<file path="config.mk">
export PLATFORM = sky130hd
export DESIGN_NAME = fm_decimator
export DESIGN_NICKNAME = d
export VERILOG_FILES = /design/src/rtl/fm_decimator.sv
export SDC_FILE = /design/constraint.sdc
export NUM_CORES = 1
export LEC_CHECK = 0
export ABC_AREA = 1
export CORE_ASPECT_RATIO = 0.8
export CORE_UTILIZATION = 40
export DETAILED_ROUTE_END_ITERATION = 8
export GPL_TIMING_DRIVEN = 0
export PLACE_DENSITY = 0.76
export SYNTH_ARGS = -nofsm -noshare
export SYNTH_HDL_FRONTEND = slang
export SYNTH_SLANG_ARGS = --single-unit
</file>
<file path="constraint.sdc">
create_clock -name s00_axis_aclk -period 4.1 [get_ports s00_axis_aclk]
set_clock_uncertainty 0.05 [all_clocks]
set_input_delay 0.41 -clock s00_axis_aclk [delete_from_list [all_inputs] [get_ports s00_axis_aclk]]
set_output_delay 0.41 -clock s00_axis_aclk [all_outputs]
set_load 0.05 [all_outputs]
</file>
<file path="src/rtl/fm_decimator.sv">
// rtl/fm_decimator.sv - accumulate-and-dump decimating averager for FM phase-difference samples
module fm_decimator #(
    parameter int C_S00_AXIS_TDATA_WIDTH = 32,
    parameter int C_M00_AXIS_TDATA_WIDTH = 32,
    parameter int DECIM_LOG2             = 4
) (
    input  logic                                  s00_axis_aclk,
    input  logic                                  s00_axis_aresetn,
    input  logic                                  s00_axis_tvalid,
    output logic                                  s00_axis_tready,
    input  logic [C_S00_AXIS_TDATA_WIDTH-1:0]     s00_axis_tdata,
    input  logic [C_S00_AXIS_TDATA_WIDTH/8-1:0]   s00_axis_tstrb,
    input  logic                                  s00_axis_tlast,
    input  logic                                  m00_axis_tready,
    output logic                                  m00_axis_tvalid,
    output logic [C_M00_AXIS_TDATA_WIDTH-1:0]     m00_axis_tdata,
    output logic [C_M00_AXIS_TDATA_WIDTH/8-1:0]   m00_axis_tstrb,
    output logic                                  m00_axis_tlast
);

    localparam int ACC_W = 16 + DECIM_LOG2;
    localparam int SUM_W = ACC_W + 1;
    localparam logic [DECIM_LOG2-1:0] CNT_LAST = '1;
    localparam logic signed [SUM_W-1:0] ROUND = SUM_W'(1) << (DECIM_LOG2 - 1);

    logic signed [ACC_W-1:0]      acc_q, acc_d;
    logic [DECIM_LOG2-1:0]        cnt_q, cnt_d;
    logic [15:0]                  tdata_q, tdata_d;
    logic                         tvalid_q, tvalid_d;
    logic                         tlast_q, tlast_d;
    logic                         accept, dump;
    logic signed [SUM_W-1:0]      x_ext, sum, rounded, shifted;
    logic                         unused_bits;

    // A stalled full output register blocks every input, not only dumping ones.
    assign s00_axis_tready = ~s00_axis_aresetn && (~tvalid_q || m00_axis_tready);
    assign accept          = s00_axis_tvalid && s00_axis_tready;
    assign dump            = accept && ((cnt_q == CNT_LAST) || s00_axis_tlast);

    // One guard bit above the accumulator keeps the rounding add from wrapping.
    assign x_ext   = {{(SUM_W-16){s00_axis_tdata[15]}}, s00_axis_tdata[15:0]};
    assign sum     = {acc_q[ACC_W-1], acc_q} + x_ext;
    assign rounded = sum + ROUND;
    assign shifted = rounded >>> DECIM_LOG2;

    assign unused_bits = ^{s00_axis_tdata[C_S00_AXIS_TDATA_WIDTH-1:16], s00_axis_tstrb,
                           shifted[SUM_W-1:16]};

    always_comb begin
        acc_d    = acc_q;
        cnt_d    = cnt_q;
        tdata_d  = tdata_q;
        tvalid_d = tvalid_q;
        tlast_d  = tlast_q;
        if (accept) begin
            if (dump) begin
                acc_d = '0;
                cnt_d = '0;
            end else begin
                acc_d = sum[ACC_W-1:0];
                cnt_d = cnt_q + 1'b1;
            end
        end
        // A dump in the same cycle as a drain simply replaces the value, no bubble.
        if (dump) begin
            tdata_d  = shifted[15:0];
            tvalid_d = 1'b1;
            tlast_d  = s00_axis_tlast;
        end else if (tvalid_q && m00_axis_tready) begin
            tvalid_d = 1'b0;
            tlast_d  = 1'b0;
        end
    end

    always_ff @(posedge s00_axis_aclk or posedge s00_axis_aresetn) begin
        if (s00_axis_aresetn) begin
            acc_q    <= '0;
            cnt_q    <= '0;
            tdata_q  <= '0;
            tvalid_q <= 1'b0;
            tlast_q  <= 1'b0;
        end else begin
            acc_q    <= acc_d;
            cnt_q    <= cnt_d;
            tdata_q  <= tdata_d;
            tvalid_q <= tvalid_d;
            tlast_q  <= tlast_d;
        end
    end

    assign m00_axis_tvalid = tvalid_q;
    assign m00_axis_tlast  = tlast_q;
    assign m00_axis_tdata  = {{(C_M00_AXIS_TDATA_WIDTH-16){tdata_q[15]}}, tdata_q};
    assign m00_axis_tstrb  = '1;

endmodule

</file>
==> results of run 1 <==
layer usage:
metal  GRT usage, %  routed length [um]  up-vias
met2          36.77                4214       98
met4          5.479                 127        0
met1          29.14                4680     1581
met3          3.008                 393       15
li1               -                   -     1776
met5              0                   0        -
cell type report:
| cell class | count | area, um2 |
|---|---|---|
| plain buffers | 25 | 172.7 |
| clock buffers | 6 | 72.57 |
| clock inverters | 2 | 13.76 |
| fillers | 851 | 4224 |
| inverters | 75 | 281.5 |
| multi-input cells | 385 | 2090 |
| flip-flops and latches | 42 | 1051 |
| well taps | 112 | 140.1 |
| repair buffers | 55 | 550.5 |
through the flow:
stage	setup slack (ps)	utilization (%)	total power, mW
3_3_place_gp	726.0	49.85	2.930
3_5_place_dp	658.5	49.85	2.988
2_1_floorplan	1529	-	2.364
4_1_cts	967.9	50.86	3.280
6_report	932.1	50.86	3.279
5_1_grt	737.5	50.86	3.522
worst max-delay path, stage by stage:
cell,delay [ps]
clkdlybuf4s50_1,460
ha_1,200
inv_1,70
fa_1,390
inv_1,110
nand2_1,90
nand2_2,120
nand2_1,80
xor2_1,180
inv_1,80
ha_1,170
nand3_1,180
inv_2,130
nand3_2,100
nor2_2,150
nand3_2,120
o21ai_1,150
nand3_1,90
nand2_1,70
path summary, 6_finish.rpt:
check                           cells past startpoint               from               to
worst max-delay path                               19  s00_axis_tdata[0]      tdata_q[13]
worst min-delay path                                2        tdata_q[14]      tdata_q[14]
worst max register to register                     18           acc_q[0]      tdata_q[13]
worst min register to register                      2        tdata_q[14]      tdata_q[14]
max in group asynchronous                           2   s00_axis_aresetn         cnt_q[2]
min in group asynchronous                           2   s00_axis_aresetn  m00_axis_tvalid
cell usage in the layout, fill, tap and decap left out, types with 7 or more instances in the layout:
cell type | synthesis | layout
nand3_1 | 42 | 42
clkdlybuf4s50_1 | 0 | 55
nor2_1 | 30 | 30
buf_4 | 21 | 21
ha_1 | 21 | 21
nand2_1 | 166 | 166
dfrtp_1 | 42 | 42
nand2_2 | 16 | 16
o21ai_0 | 24 | 24
xor2_1 | 7 | 7
a21oi_1 | 15 | 15
nor2_2 | 9 | 9
inv_1 | 66 | 65
inv_2 | 8 | 9
sequential cells by signal, summed over array words and instances, names as in the netlist:
signal	flops
tdata_q	16
cnt_q	4
m00_axis_tvalid	1
m00_axis_tlast	1
acc_q	20
power by group through the flow:
stage / registers, mW / clock network [mW] / logic (mW)
after global routing: 0.691 / 0.308 / 2.52
after detailed placement: 0.679 / 0 / 2.31
final: 0.672 / 0.284 / 2.32
after floorplan: 0.922 / 0 / 1.44
after CTS: 0.671 / 0.292 / 2.32
after global placement: 0.670 / 0 / 2.26
kinds of logic (layout without fill, tap and decap cells):
group | count (synthesis) | after routing
simple gates | 292 | 292
other cells | 1 | 4
xor+xnor | 8 | 8
buf+inv | 100 | 163
flops | 42 | 42
fa+ha+maj | 22 | 22
compound gates | 59 | 59
==> reports/results.txt, run 1 <==
Pwr/cell area: 750.1 nW/um2
Area of the core: 8596 um2
Number of flops mapped to enable cells by yosys: 0
Seq/Total Area, Yosys: 29.33%
Syn avg cell area: 6.839 um2
Post-synth ARST share: 100.0%
CTS Buf Count: 5
Status: finished, final reports clean
Synthesis-to-layout area growth: 22.00%
Die Y: 86.66 um
Setup TNS: 0 ps
Worst Path Required: 4300 ps
Switch share: 55.54%
Clk pin slew, worst setup/hold paths: 90 ps
Largest net degree at the start of global routing: 43
DR DRC count: 0
Pint: 1.458 mW
DR vias/cell: 4.943
Non-Filler Instances: 702
Grt total ovfl: 0
Post-Synth Simple-Gate Area: 38.55%
Number of global-route vias before repair: 3431
Layout cells sized above 1: 13.73%
Bufs on Longest Clock Path: 2
# IOs: 80
P_sw: 1.821 mW
Flop pwr share: 20.5%
Initial drt markers: 211
Max Cap Viol: 0
RSZ-0062 raised after global routing: false
Post-synthesis cell count: 524
Post-CTS Setup Inserts: 0
Final #Nets: 652
Mapped Area: 3583 um2
Worst Path Max Fanout: 4
Ys flop type: dfrtp_1
Most common cell in the netlist: nand2_1
Critical path class: input port to register
FP Rows: 30
Latest clock arrival within the worst-skew pair: 300 ps
Fmax: 315.7 MHz
Final weighted congestion in routability-driven placement: 0.8844
Cell accounting for the most synthesized area: dfrtp_1
Post-synthesis xor/xnor area fraction: 1.955%
First-pass GRT wire length: 16000 um
Compound-Gate Fraction of Synth Area: 9.497%
Worst path arrival time: 3360 ps
Root buffer cell: clkbuf_8
Cell variety after synth: 39
Pleak: 2.267 nW
DP Cell Count: 694
Synth warnings: 0
Combinational fraction of design power: 70.9%
Hold slack: 439.8 ps
Clk pwr share: 8.6%
Placed Instance Area: 4285 um2
Sinks on Clock Net: 42
Worst VDD drop: 0.0004299 V
Min-Delay Path Class: register to register
R2R Setup Slk: 1130 ps
Chip Width: 107.8 um
Pins Over Slew Limit: 0
Vias after detailed routing: 3470
Relative max-transition margin: 39.77%
Leading post-synthesis cells by cell area: dfrtp_1 29%, nand2_1 17%, ha_1 7.3%
Adder-cell share of the synthesized area: 7.891%
Tmin final: 3168 ps
Finished Cell Area: 4372 um2
Mux share of post-synthesis cell area: 0%
Antenna fix cells: 0
Top cell type's share of synthesized area: 29.33%
H-tree levels: 2
Global Route Usage Sum: 21.70%
# resized after CTS: 0
HPWL after detailed placement: 7614 um
Drt pass-1 iters: 5
Worst slew pin tran: 902.1 ps
Port bufs: 55
Hold Vio Cnt, Final: 0
Worst Setup Start Kind: input port
CTS tree: yes
Drt total wl: 9416 um
Largest family of logic cells by synthesized area: simple AND/OR/NAND/NOR gates
Avg WL per Cell: 13.41 um
Synth top cells by count: 166 x nand2_1, 66 x inv_1, 42 x dfrtp_1, 42 x nand3_1, 30 x nor2_1
Nature of the critical path endpoint: register
Cts-stage hold buffer count: 0
Final ANT Viol Nets: 0
Initial Util: 41.69%
Period Utilization, post-route: 77.27%
Initial antenna violation count: 0
Final setup viols: 0
Synth Register Bits: 42
Die area: 9343 um2
Note: power is estimated with default switching activity, not from simulation.
==> run 2, diff against run 1 <==
Settings changed: PLACE_DENSITY 0.76 to 0.78.
Clock period 4.1 ns to 2.7 ns, I/O delays scaled along.
==> reports/results.txt, run 2 (synthesized netlist as in run 1, its figures left out) <==
Status: finished, final reports clean
Initial drt markers: 284 (+35%)
Final weighted congestion in routability-driven placement: 0.9314 (+5.3%)
HPWL after detailed placement: 7579 um (-0.45%)
Port bufs: 55 (unchanged)
DR vias/cell: 5.047 (+2.1%)
Finished Core Util: 54.32% (+3.5 points)
Crit-path slowest cell: fa_2
Worst path arrival time: 2800 ps (-560 ps)
Initial antenna violation count: 0 (unchanged)
FP Rows: 30 (unchanged)
H-tree levels: 2 (unchanged)
Final ANT Viol Nets: 0 (unchanged)
Largest register FFs: 20 (unchanged)
Multi-input gate area in the final layout: 2242 um2 (+7.3%)
Biggest register: acc_q
Hold slack: 292.8 ps (-147.0 ps)
First-pass GRT wire length: 16190 um (+1.2%)
CTS tree: yes
Grt total ovfl: 0 (unchanged)
Number of global-route vias before repair: 3481 (+1.5%)
Most frequent cells in the layout: 158 x nand2_1, 62 x inv_1, 54 x clkdlybuf4s50_1
Initial Util: 41.69% (unchanged)
Pwr/cell area: 1156 nW/um2 (+54%)
Worst slew pin tran: 900.4 ps (-1.647 ps)
Most used cell, CP: nand2_4
Pleak: 2.382 nW (+5.1%)
Bufs on Longest Clock Path: 2 (unchanged)
Setup ws final: 48.21 ps (-883.9 ps)
Worst Setup Start Kind: register
Final #Nets: 667 (+2.3%)
Chip Width: 107.8 um (unchanged)
Avg WL per Cell: 13.84 um (+3.2%)
Largest net degree at the start of global routing: 43 (unchanged)
# fillers: 811 (-4.7%)
Root buffer cell: clkbuf_8
Relative max-transition margin: 39.88% (+0.11 points)
Total area of sequential cells: 1051 um2 (unchanged)
Global Route Usage Sum: 21.98% (+0.28 points)
Nature of the critical path endpoint: register
DP Worst Slack: -595.4 ps (-1254 ps)
Worst Path Max Fanout: 4 (unchanged)
Drt pass-1 iters: 5 (unchanged)
Tmin final: 2652 ps
Pins Over Slew Limit: 0 (unchanged)
Clk pin slew, worst setup/hold paths: 90 ps (about the same)
Max Cap Viol: 0 (unchanged)
Worst path cell trace: ha_2 > inv_2 > fa_2 > inv_2 > nand2_2 > nand2_2 > buf_6 > nand3_4 > nand2_4 > nand2_4 > nand2_4 > nand2_4 > nor3_4 > nand3_2 > nor2_4 > nand3_2 > nand3_2 > nand2_1
Sinks on Clock Net: 42 (unchanged)
Die Y: 86.66 um (unchanged)
CTS Buf Count: 5 (unchanged)
Worst VDD drop: 0.0005625 V (+31%)
Worst path max stage delay: 400 ps (-60 ps)
Critical path class: register to register
Synthesis-to-layout area growth: 30.31%
Final setup viols: 0 (unchanged)
RSZ-0062 raised after global routing: true
Latest clock arrival within the worst-skew pair: 320 ps (+20 ps)
Drt total wl: 9925 um (+5.4%)
Hold Vio Cnt, Final: 0 (unchanged)
# IOs: 80 (unchanged)
Fmax: 377.1 MHz
Vias after detailed routing: 3619 (+4.3%)
Antenna fix cells: 0 (unchanged)
Period Utilization, post-route: 98.21%
Worst Path Required: 2850 ps (-1450 ps)
DR DRC count: 0 (unchanged)
Die area: 9343 um2 (unchanged)
Area of the core: 8596 um2 (unchanged)
Setup TNS: 0 ps (unchanged)
Commonest non-fill, non-tap cell in the layout: nand2_1
Layout cells sized above 1: 20.50% (+6.8 points)
Largest registers: acc_q: 20 flops, tdata_q: 16 flops, cnt_q: 4 flops
Overall power: 5.399 mW (+65%)
Min-Delay Path Class: input port to register
-- run 2: changes by cell type in the layout (fill, tap and decap cells not counted), sizes merged --
cell,change
clkbuf,-1
clkdlybuf4s50,-1
bufinv,+1
dlymetal6s2s,+1
buf,+15
clkinv,-1
inv,+1
-- run 2: repair_timing --
| item | 4_1_cts | 5_1_grt |
|---|---|---|
| cloned | 0 | 0 |
| endpoints found under the setup margin | 6 | 11 |
| gates resized for setup | 10 | 30 |
| hold endpoints to repair | 0 | 0 |
| hold buffers | 0 | 0 |
| pin swaps | 4 | 20 |
| setup buffers | 2 | 13 |
-- run 2: path summary, 6_finish.rpt --
path | from | to | slack [ps] | cells past startpoint
setup / recovery | acc_q[0] | tdata_q[15] | 50 | 18
hold / removal | s00_axis_tdata[0] | acc_q[0] | 290 | 3
setup reg to reg | acc_q[0] | tdata_q[15] | 50 | 18
hold reg to reg | tdata_q[11] | tdata_q[11] | 440 | 2
max in group asynchronous | s00_axis_aresetn | acc_q[15] | 1580 | 2
min in group asynchronous | s00_axis_aresetn | m00_axis_tvalid | 460 | 2
-- run 2: final cells by class --
class	count	share of cell area [%]
plain buffers	25	3.698
clock buffers	5	1.474
clock inverters	3	0.9378
inverters	75	6.029
multi-input cells	385	48.02
flip-flops and latches	42	22.51
well taps	112	3.001
repair buffers	70	14.34
-- run 2: per-layer routing --
layer	share of wire [%]	GRT usage (%)	routed length, um
met1	46	29.08	4575
met4	1.6	5.853	159
met3	5.5	5.113	547
met5	0	0	0
met2	47	36.07	4642
-- run 2: worst max-delay path: cells and delay by family (launching register included) --
kind / cells / cell delay [ps]
buffers and inverters: 3 / 230
flip-flops: 1 / 380
adder cells (fa/ha/maj): 2 / 600
AND/OR/NAND/NOR: 13 / 1280
-- run 2: power breakdown --
part / leakage (nW) / switching [mW] / internal [mW] / total [mW]
Sequential: 0.530 / 0.172 / 0.850 / 1.02
Clock: 0.0585 / 0.243 / 0.277 / 0.520
Combinational: 1.79 / 2.51 / 1.34 / 3.86
Total: 2.38 / 2.93 / 2.47 / 5.40
-- run 2: per-stage QoR --
stage | instances | area, um2
global placement | 694 | 4285
CTS | 704 | 4457
global route | 717 | 4669
detailed placement | 694 | 4285
floorplan | 527 | 3595
finish | 717 | 4669
==> run 3, diff against run 2 <==
Settings changed: GPL_TIMING_DRIVEN 0 to default, MAX_ROUTING_LAYER from default to met4.
==> reports/results.txt, run 3 (synthesized netlist as in run 1, its figures left out) <==
Status: finished, final reports clean
Final #Nets: 664 (-0.45%)
Vias after detailed routing: 3621 (+0.055%)
Initial Util: 41.69% (unchanged)
Initial drt markers: 217 (-24%)
Pleak: 2.363 nW (-0.79%)
Fmax: 375.4 MHz (-0.45%)
Clk pin slew, worst setup/hold paths: 100 ps (about the same)
DR DRC count: 0 (unchanged)
CTS tree: yes
Area of the core: 8596 um2 (unchanged)
Worst path arrival time: 2810 ps (about the same)
Port bufs: 55 (unchanged)
Tmin final: 2664 ps (+12.04 ps)
FP Rows: 30 (unchanged)
HPWL after detailed placement: 7878 um (+3.9%)
DR vias/cell: 5.071 (+0.48%)
Die area: 9343 um2 (unchanged)
Nature of the critical path endpoint: register
Chip Width: 107.8 um (unchanged)
Largest register FFs: 20 (unchanged)
Max Cap Viol: 0 (unchanged)
Layout cells sized above 1: 21.43% (+0.93 points)
Worst VDD drop: 0.0005966 V (+6.1%)
First-pass GRT wire length: 16280 um (+0.60%)
Pwr/cell area: 1165 nW/um2 (+0.75%)
Global Route Usage Sum: 22.95% (+0.97 points)
Clk pwr share: 10.0% (+0.4 points)
Bufs on Longest Clock Path: 2 (unchanged)
Min-Delay Path Class: input port to register
P_sw: 2.969 mW (+1.4%)
Root buffer cell: clkbuf_8
Reg2reg end: tdata_q[11]
Finished Core Util: 54.44% (+0.12 points)
Crit path from: acc_q[0]
Initial antenna violation count: 0 (unchanged)
Largest net degree at the start of global routing: 43 (unchanged)
# fillers: 814 (+0.37%)
Pint: 2.482 mW (+0.47%)
Final weighted congestion in routability-driven placement: 0.9879 (+6.1%)
Final ANT Viol Nets: 0 (unchanged)
Sinks on Clock Net: 42 (unchanged)
# IOs: 80 (unchanged)
Worst Setup Start Kind: register
Antenna fix cells: 0 (unchanged)
Relative max-transition margin: 55.08% (+15 points)
Worst Path Max Fanout: 3 (-1)
R2R Setup Slk: 40 ps (about the same)
Switch share: 54.47% (+0.23 points)
Biggest register: acc_q
Hold Vio Cnt, Final: 0 (unchanged)
Worst slew pin tran: 673.0 ps (-227.4 ps)
Period Utilization, post-route: 98.66% (+0.45 points)
Worst Reg-to-Reg Cells: 17 (-1)
Drt pass-1 iters: 6 (+1)
Critical path class: register to register
Drt total wl: 10380 um (+4.5%)
Avg WL per Cell: 14.53 um (+5.0%)
Latest clock arrival within the worst-skew pair: 310 ps (about the same)
Largest registers: acc_q: 20 flops, tdata_q: 16 flops, cnt_q: 4 flops
Hold path startpoint: s00_axis_tdata[0]
Synthesis-to-layout area growth: 30.59%
Final setup viols: 0 (unchanged)
Most frequent cells in the layout: 161 x nand2_1, 62 x inv_1, 54 x clkdlybuf4s50_1
Grt total ovfl: 0 (unchanged)
Number of global-route vias before repair: 3416 (-1.9%)
Commonest non-fill, non-tap cell in the layout: nand2_1
Combinational fraction of design power: 71.2% (-0.2 points)
DP Worst Slack: -433.7 ps (+161.7 ps)
RSZ-0062 raised after global routing: true
Worst Path Required: 2850 ps (about the same)
Flop pwr share: 18.8% (about the same)
Pins Over Slew Limit: 0 (unchanged)
Setup ws final: 36.17 ps (-12.04 ps)
CTS Buf Count: 5 (unchanged)
Die Y: 86.66 um (unchanged)
H-tree levels: 2 (unchanged)
RR Startpoint: acc_q[0]
CP endpoint: tdata_q[11]
==> run 3: timing repair <==
item / in CTS / in global routing
buffers inserted: 0 / 6
gates resized for setup: 3 / 37
hold buffers: 0 / 0
pin swaps: 2 / 18
endpoints found under the setup margin: 3 / 10
==> run 3: area by class of cell <==
class | instances | area, um2 | area share [%]
clock buffer | 5 | 68.82 | 1.471
clock inverter | 3 | 43.79 | 0.9358
inverter | 75 | 281.5 | 6.016
multi-input combinational | 385 | 2260 | 48.29
sequential | 42 | 1051 | 22.46
tap | 112 | 140.1 | 2.995
timing repair buffer | 92 | 834.6 | 17.83
==> run 3: stage by stage <==
stage / area [um2] / hold slack (ps) / total power, mW / std cells / setup TNS (ps)
after floorplan: 3595 / 306.6 / 3.589 / 527 / 0
after global placement: 4345 / 416.5 / 4.537 / 700 / -2204
after detailed placement: 4345 / 418.4 / 4.626 / 700 / -3337
after CTS: 4473 / 434.9 / 5.190 / 708 / 0
after global routing: 4679 / 294.7 / 5.777 / 714 / -201.7
final: 4679 / 280.2 / 5.451 / 714 / 0
==> run 3: worst min-delay path by stage <==
stage               slack [ps]          to  cells past startpoint
global placement           420  tdata_q[0]                      2
floorplan                  310    cnt_q[2]                      1
CTS                        430   acc_q[10]                      3
finish                     280    acc_q[0]                      3
detailed placement         420  tdata_q[0]                      2
global route               290    acc_q[0]                      3
==> run 3: critical path, stage by stage, from the launching register on <==
cell	delay, ps
dfrtp_1	370
ha_2	200
inv_2	40
fa_2	360
inv_2	70
nand2_2	50
nand2_2	80
nand2_2	70
xor2_2	190
inv_2	80
ha_4	150
nand3_4	90
nor3_4	210
nand3_2	130
nor2_4	190
nand2_2	80
nand3_2	80
nand2_1	80
==> run 3: power groups by stage <==
stage / Sequential (mW) / Clock (mW) / Combinational, mW
6_report: 1.02 / 0.545 / 3.88
5_1_grt: 1.05 / 0.566 / 4.16
4_1_cts: 1.02 / 0.550 / 3.62
3_5_place_dp: 1.03 / 0 / 3.60
3_3_place_gp: 1.01 / 0 / 3.52
2_1_floorplan: 1.40 / 0 / 2.19
==> run 3: layer usage <==
metal / wire (um) / track usage, % / vias up
li1: - / - / 1789
met3: 653 / 2.707 / 21
met4: 187 / 5.729 / 0
met1: 4823 / 30.98 / 1680
met2: 4712 / 36.66 / 131
met5: 0 / - / -
==> patch 1: new RTL, settings of run 3 <==
Set the parameter `C_M00_AXIS_TDATA_WIDTH` to 16 (it was 32).
--- a/src/rtl/fm_decimator.sv
+++ b/src/rtl/fm_decimator.sv
@@ -3,3 +3,3 @@
     parameter int C_S00_AXIS_TDATA_WIDTH = 32,
-    parameter int C_M00_AXIS_TDATA_WIDTH = 32,
+    parameter int C_M00_AXIS_TDATA_WIDTH = 16,
     parameter int DECIM_LOG2             = 4
Ports: changed (resized m00_axis_tdata and m00_axis_tstrb); port bits go from 80 to 62. No check against the original RTL was run, so the function may have changed too.
==> patch 1 against run 3 <==
Sequential share of layout area is 0.93 points higher. Non-clock buffer count fell by 15. Cell count is 2.9% lower. Routed wire length down 7.2%. Synthesized area is 3.8% lower. Sequential cell count is the same. Final area is 4.0% lower. First-iteration DRC count is 9.7% higher. Clock power fell by 0.9%. Setup slack improved by 60 ps. Total power fell by 13%. Worst hold slack improved by 27 ps. Critical path depth unchanged. Critical path type unchanged.
==> patch 1: results (changes against run 3) <==
[final_layout]
regMostFlops=acc_q
finalNetCount=647  ; -2.6%
diodes=0  ; unchanged
drive_gt1_frac=0.219  ; +0.00452
largest_reg_flops=20  ; unchanged

[drt]
wirelength_um=9630  ; -7.2%
wl_per_cell_um=13.9  ; -4.4%
first_pass_iters=4  ; -2
initialDrtViolationCount=238  ; +9.7%
vias_per_cell=5.11  ; +0.70%

[critical_path]
cp_max_fo=3  ; unchanged
crit_arrival_ps=2760  ; -50 ps
slowest_stage=fa_2
slowest_delay_ps=390  ; +20 ps

[grt]
grt_pass1_wl_um=15300  ; -6.2%
grt_usage=0.221  ; -0.00813
first_global_vias=3269  ; -4.3%
grt_max_degree=43  ; unchanged
antenna_found_initial=0  ; unchanged

[yosys]
synth-async-reset-ratio=1.00  ; unchanged
synth_area_leaders=dfrtp_1, nand2_1, ha_1
ys_types=39  ; unchanged
synth_fa_ha_area_frac=0.0820  ; +0.00309
synth_xor_area_frac=0.0203  ; +0.000766
syn_inst=506  ; -3.4%
synthMuxAreaShare=0  ; unchanged
synth_compound_area_frac=0.0987  ; +0.00372
yosys_warnings=0  ; unchanged
ys_seq_area_frac=0.305  ; +0.0115
synth_commonest_cells=nand2_1, inv_1, dfrtp_1, nand3_1, nor2_1

[run_status]
status=completed

[power]
p_sw_frac=0.515  ; -0.0294
p_leak_nw=2.31  ; -2.1%
ir_worst_vdd_uv=534  ; -10%

[place]
gp_congestion=0.889  ; -10%
placed_cells=677  ; -3.3%
hpwlAfterDp_um=7160  ; -9.1%
io_buffers=39  ; -29%

[clocking]
cts_buffer_depth=2  ; unchanged
cts_buffers=5  ; unchanged
cts_root_buffer=clkbuf_8
clk_latency_ps=310  ; about the same
clkTransAtPathRegs_ps=90
htree_levels=2  ; unchanged

[worst_hold_path]
hp-class=primary input to flop

[sta]
worst_slew_pin_slew_ps=556  ; -117 ps

==> patch 1: cell count changes after synthesis <==
cell / run 3 / this run
buf_4: 21 / 3
==> patch 1: final cells by class <==
type | instances | area (um^2)
clock inverter | 2 | 37.5
timing repair buffer | 77 | 682
fill | 780 | 3630
clock buffer | 6 | 72.6
tap | 108 | 135
inverter | 75 | 282
sequential | 42 | 1050
multi-input combinational | 383 | 2230
==> patch 1: critical path, delay by kind of cell, from the launching register on <==
kind,cells,cell delay [ps]
xor+xnor,1,160
fa+ha+maj,3,720
buf+inv,3,190
flops,1,370
simple gates,10,1020
==> patch 1: path summary, 6_finish.rpt <==
| path | start | to | slack [ps] | depth (start not counted) |
|---|---|---|---|---|
| worst max-delay path | acc_q[0] | m00_axis_tdata[13] | 100 | 17 |
| worst min register to register | m00_axis_tdata[12] | m00_axis_tdata[12] | 440 | 2 |
| min in group asynchronous | s00_axis_aresetn | m00_axis_tdata[5] | 390 | 3 |
| worst min-delay path | s00_axis_tdata[0] | acc_q[0] | 310 | 3 |
| worst max register to register | acc_q[0] | m00_axis_tdata[13] | 100 | 17 |
| max in group asynchronous | s00_axis_aresetn | acc_q[1] | 1830 | 3 |
==> patch 1: cells by family (layout without fill, tap and decap cells) <==
kind of cell	count (synthesis)	in the layout
other cells	1	2
simple gates	292	292
flops	42	42
buf+inv	82	160
xor+xnor	8	8
compound gates	59	59
fa+ha+maj	22	22
==> patch 1: metrics by stage <==
stage	hold WS, ps	util	setup WS [ps]	area [um^2]
3_5_place_dp	415	0.512	-411	4170
5_1_grt	329	0.553	-74.7	4490
2_1_floorplan	307	-	186	3450
4_1_cts	413	0.527	25.7	4290
3_3_place_gp	411	0.512	-302	4170
6_report	307	0.553	95.8	4490
==> patch 1: per-layer routing <==
metal,vias up,share of wire,GRT usage
li1,1758,-,-
met2,118,0.43,0.329
met5,-,0,-
met3,12,0.058,0.0307
met1,1651,0.50,0.318
met4,0,0.011,0.0518
==> patch 1: power groups by stage <==
stage | Combinational, W | Clock, W | Sequential, W
final | 0.00321 | 0.000540 | 0.000982
after global routing | 0.00350 | 0.000563 | 0.00101
after CTS | 0.00291 | 0.000540 | 0.000982
after detailed placement | 0.00290 | 0 | 0.000994
after global placement | 0.00283 | 0 | 0.000982
after floorplan | 0.00157 | 0 | 0.00138
==> patch 1: timing repair <==
| item | CTS | global route |
|---|---|---|
| hold buffers | 0 | 0 |
| gates resized for setup | 2 | 41 |
| setup endpoints to repair | 3 | 10 |
| pin swaps | 2 | 22 |
| buffers inserted | 0 | 8 |
==> patch 2: new RTL, flow settings as in run 3 <==
Without the edit above. `tdata_q` no longer has a reset.
--- a/src/rtl/fm_decimator.sv
+++ b/src/rtl/fm_decimator.sv
@@ -78,3 +78,2 @@
             cnt_q    <= '0;
-            tdata_q  <= '0;
             tvalid_q <= 1'b0;
@@ -84,3 +83,2 @@
             cnt_q    <= cnt_d;
-            tdata_q  <= tdata_d;
             tvalid_q <= tvalid_d;
@@ -88,2 +86,6 @@
         end
+    end
+
+    always_ff @(posedge s00_axis_aclk) begin
+        tdata_q <= tdata_d;
     end
Function: differs if s00_axis_aresetn is asserted again (counterexample within 4 cycles, from zero or initial values and one cycle with s00_axis_aresetn high); with s00_axis_aresetn held inactive, the same outputs for 4 cycles.
==> patch 2 against run 3 <==
Final area down 3.0%. Routed wire length fell by 13%. Setup slack got worse by 32 ps. Total power up 1.3%. Critical path depth fell by 1. Synthesized area decreased by 3.7%. Sequential cell count did not move.
==> patch 2: results (changes against run 3) <==
[critical_path]
crit_arrival_ps=2700  ; -110 ps
slowest_delay_ps=390  ; +20 ps
r2r_end=tdata_q[9]
ff2ff_setup_slack_ps=4  ; -30 ps
slowest_stage=fa_2
reg2reg_depth=16  ; -1

[clocking]
cts.sinks=42  ; unchanged
clkTransAtPathRegs_ps=80  ; -20 ps
cts-resized-gates=4  ; +1
cts_setup_buffers=1  ; +1

[power]
pwr-share-seq=0.194  ; +0.006
p_leak_nw=2.34  ; -0.83%
p_sw_frac=0.506  ; -0.0385
powerClk_w=0.000410  ; -25%
ir_worst_vdd_uv=427  ; -28%

[drt]
wl_met2_um=3960  ; -16%
first_pass_iters=5  ; -1
initialDrtViolationCount=148  ; -32%
wirelength_um=9010  ; -13%
topRoutingLayerUsed=met4
met1_length_um=4430  ; -8.1%
route.met3.wl_um=487  ; -25%
vias_per_cell=4.83  ; -4.7%

[yosys]
ys_seq_area_frac=0.328  ; +0.0346
synth_area_leaders=dfrtp_1, nand2_1, edfxtp_1
synth-edff-count=16  ; +16
ys_types=28  ; -28%
synth-async-reset-ratio=0.619  ; -0.381
yosys_warnings=0  ; unchanged
synth_commonest_cells=nand2_1, inv_1, nand3_1

[grt]
use_met1=0.301  ; -0.00890
grt_usage=0.214  ; -0.0159
grtUsageMet3=0.0276  ; +0.000582
use_met2=0.324  ; -0.0427
grt_pass1_wl_um=14800  ; -9.1%
grt_max_degree=23  ; -47%
first_global_vias=3195  ; -6.5%
antenna_found_initial=0  ; unchanged

[place]
gp_congestion=0.902  ; -8.7%
hpwlAfterDp_um=7000  ; -11%
place_ws_ps=-364  ; +69.2 ps

[final_layout]
drive_gt1_frac=0.192  ; -0.0228
diodes=0  ; unchanged
inv_count=72  ; -4.0%
area_share_nonclk_buffers=0.203  ; +0.0245
multi_input_area_mm2=0.00200  ; -12%
area.sequential_mm2=0.00113  ; +7.6%
clock_area_frac=0.0185  ; -0.00560
nMultiInputCombCells=364  ; -5.5%
fill_cells=773  ; -5.0%
nClkBuffers=7  ; +2
nonClockBufferCount=104  ; +13%
finalNetCount=652  ; -1.8%

[worst_hold_path]
hp-class=primary input to asynchronous set/reset pin

[sta]
worst_slew_pin_slew_ps=679  ; +6.31 ps
max_freq_ghz=0.371  ; -1.2%

[run_status]
status=completed

patch 2: per-stage QoR:
step / hold slack [ps] / cells / area, um^2 / power, W
after floorplan: 260 / 501 / 3460 / 0.00351
after global placement: 422 / 680 / 4280 / 0.00466
after detailed placement: 429 / 680 / 4280 / 0.00475
after CTS: 256 / 689 / 4390 / 0.00521
after global routing: 288 / 698 / 4540 / 0.00598
final: 254 / 698 / 4540 / 0.00552
patch 2: cells by family (layout without fill, tap and decap cells):
| group | after synthesis | after routing | share of synthesized area |
|---|---|---|---|
| compound gates | 37 | 37 | 0.0551 |
| xor+xnor | 17 | 17 | 0.0432 |
| fa+ha+maj | 22 | 22 | 0.0820 |
| buf+inv | 95 | 184 | 0.125 |
| flops | 42 | 42 | 0.328 |
| other cells | 1 | 4 | 0.00109 |
| simple gates | 284 | 284 | 0.365 |
patch 2: critical path: cells and delay by family (launching register included):
family        cells  cell delay (ps)
simple gates      8              670
buf+inv           3              250
xor+xnor          2              300
fa+ha+maj         3              810
flops             1              370
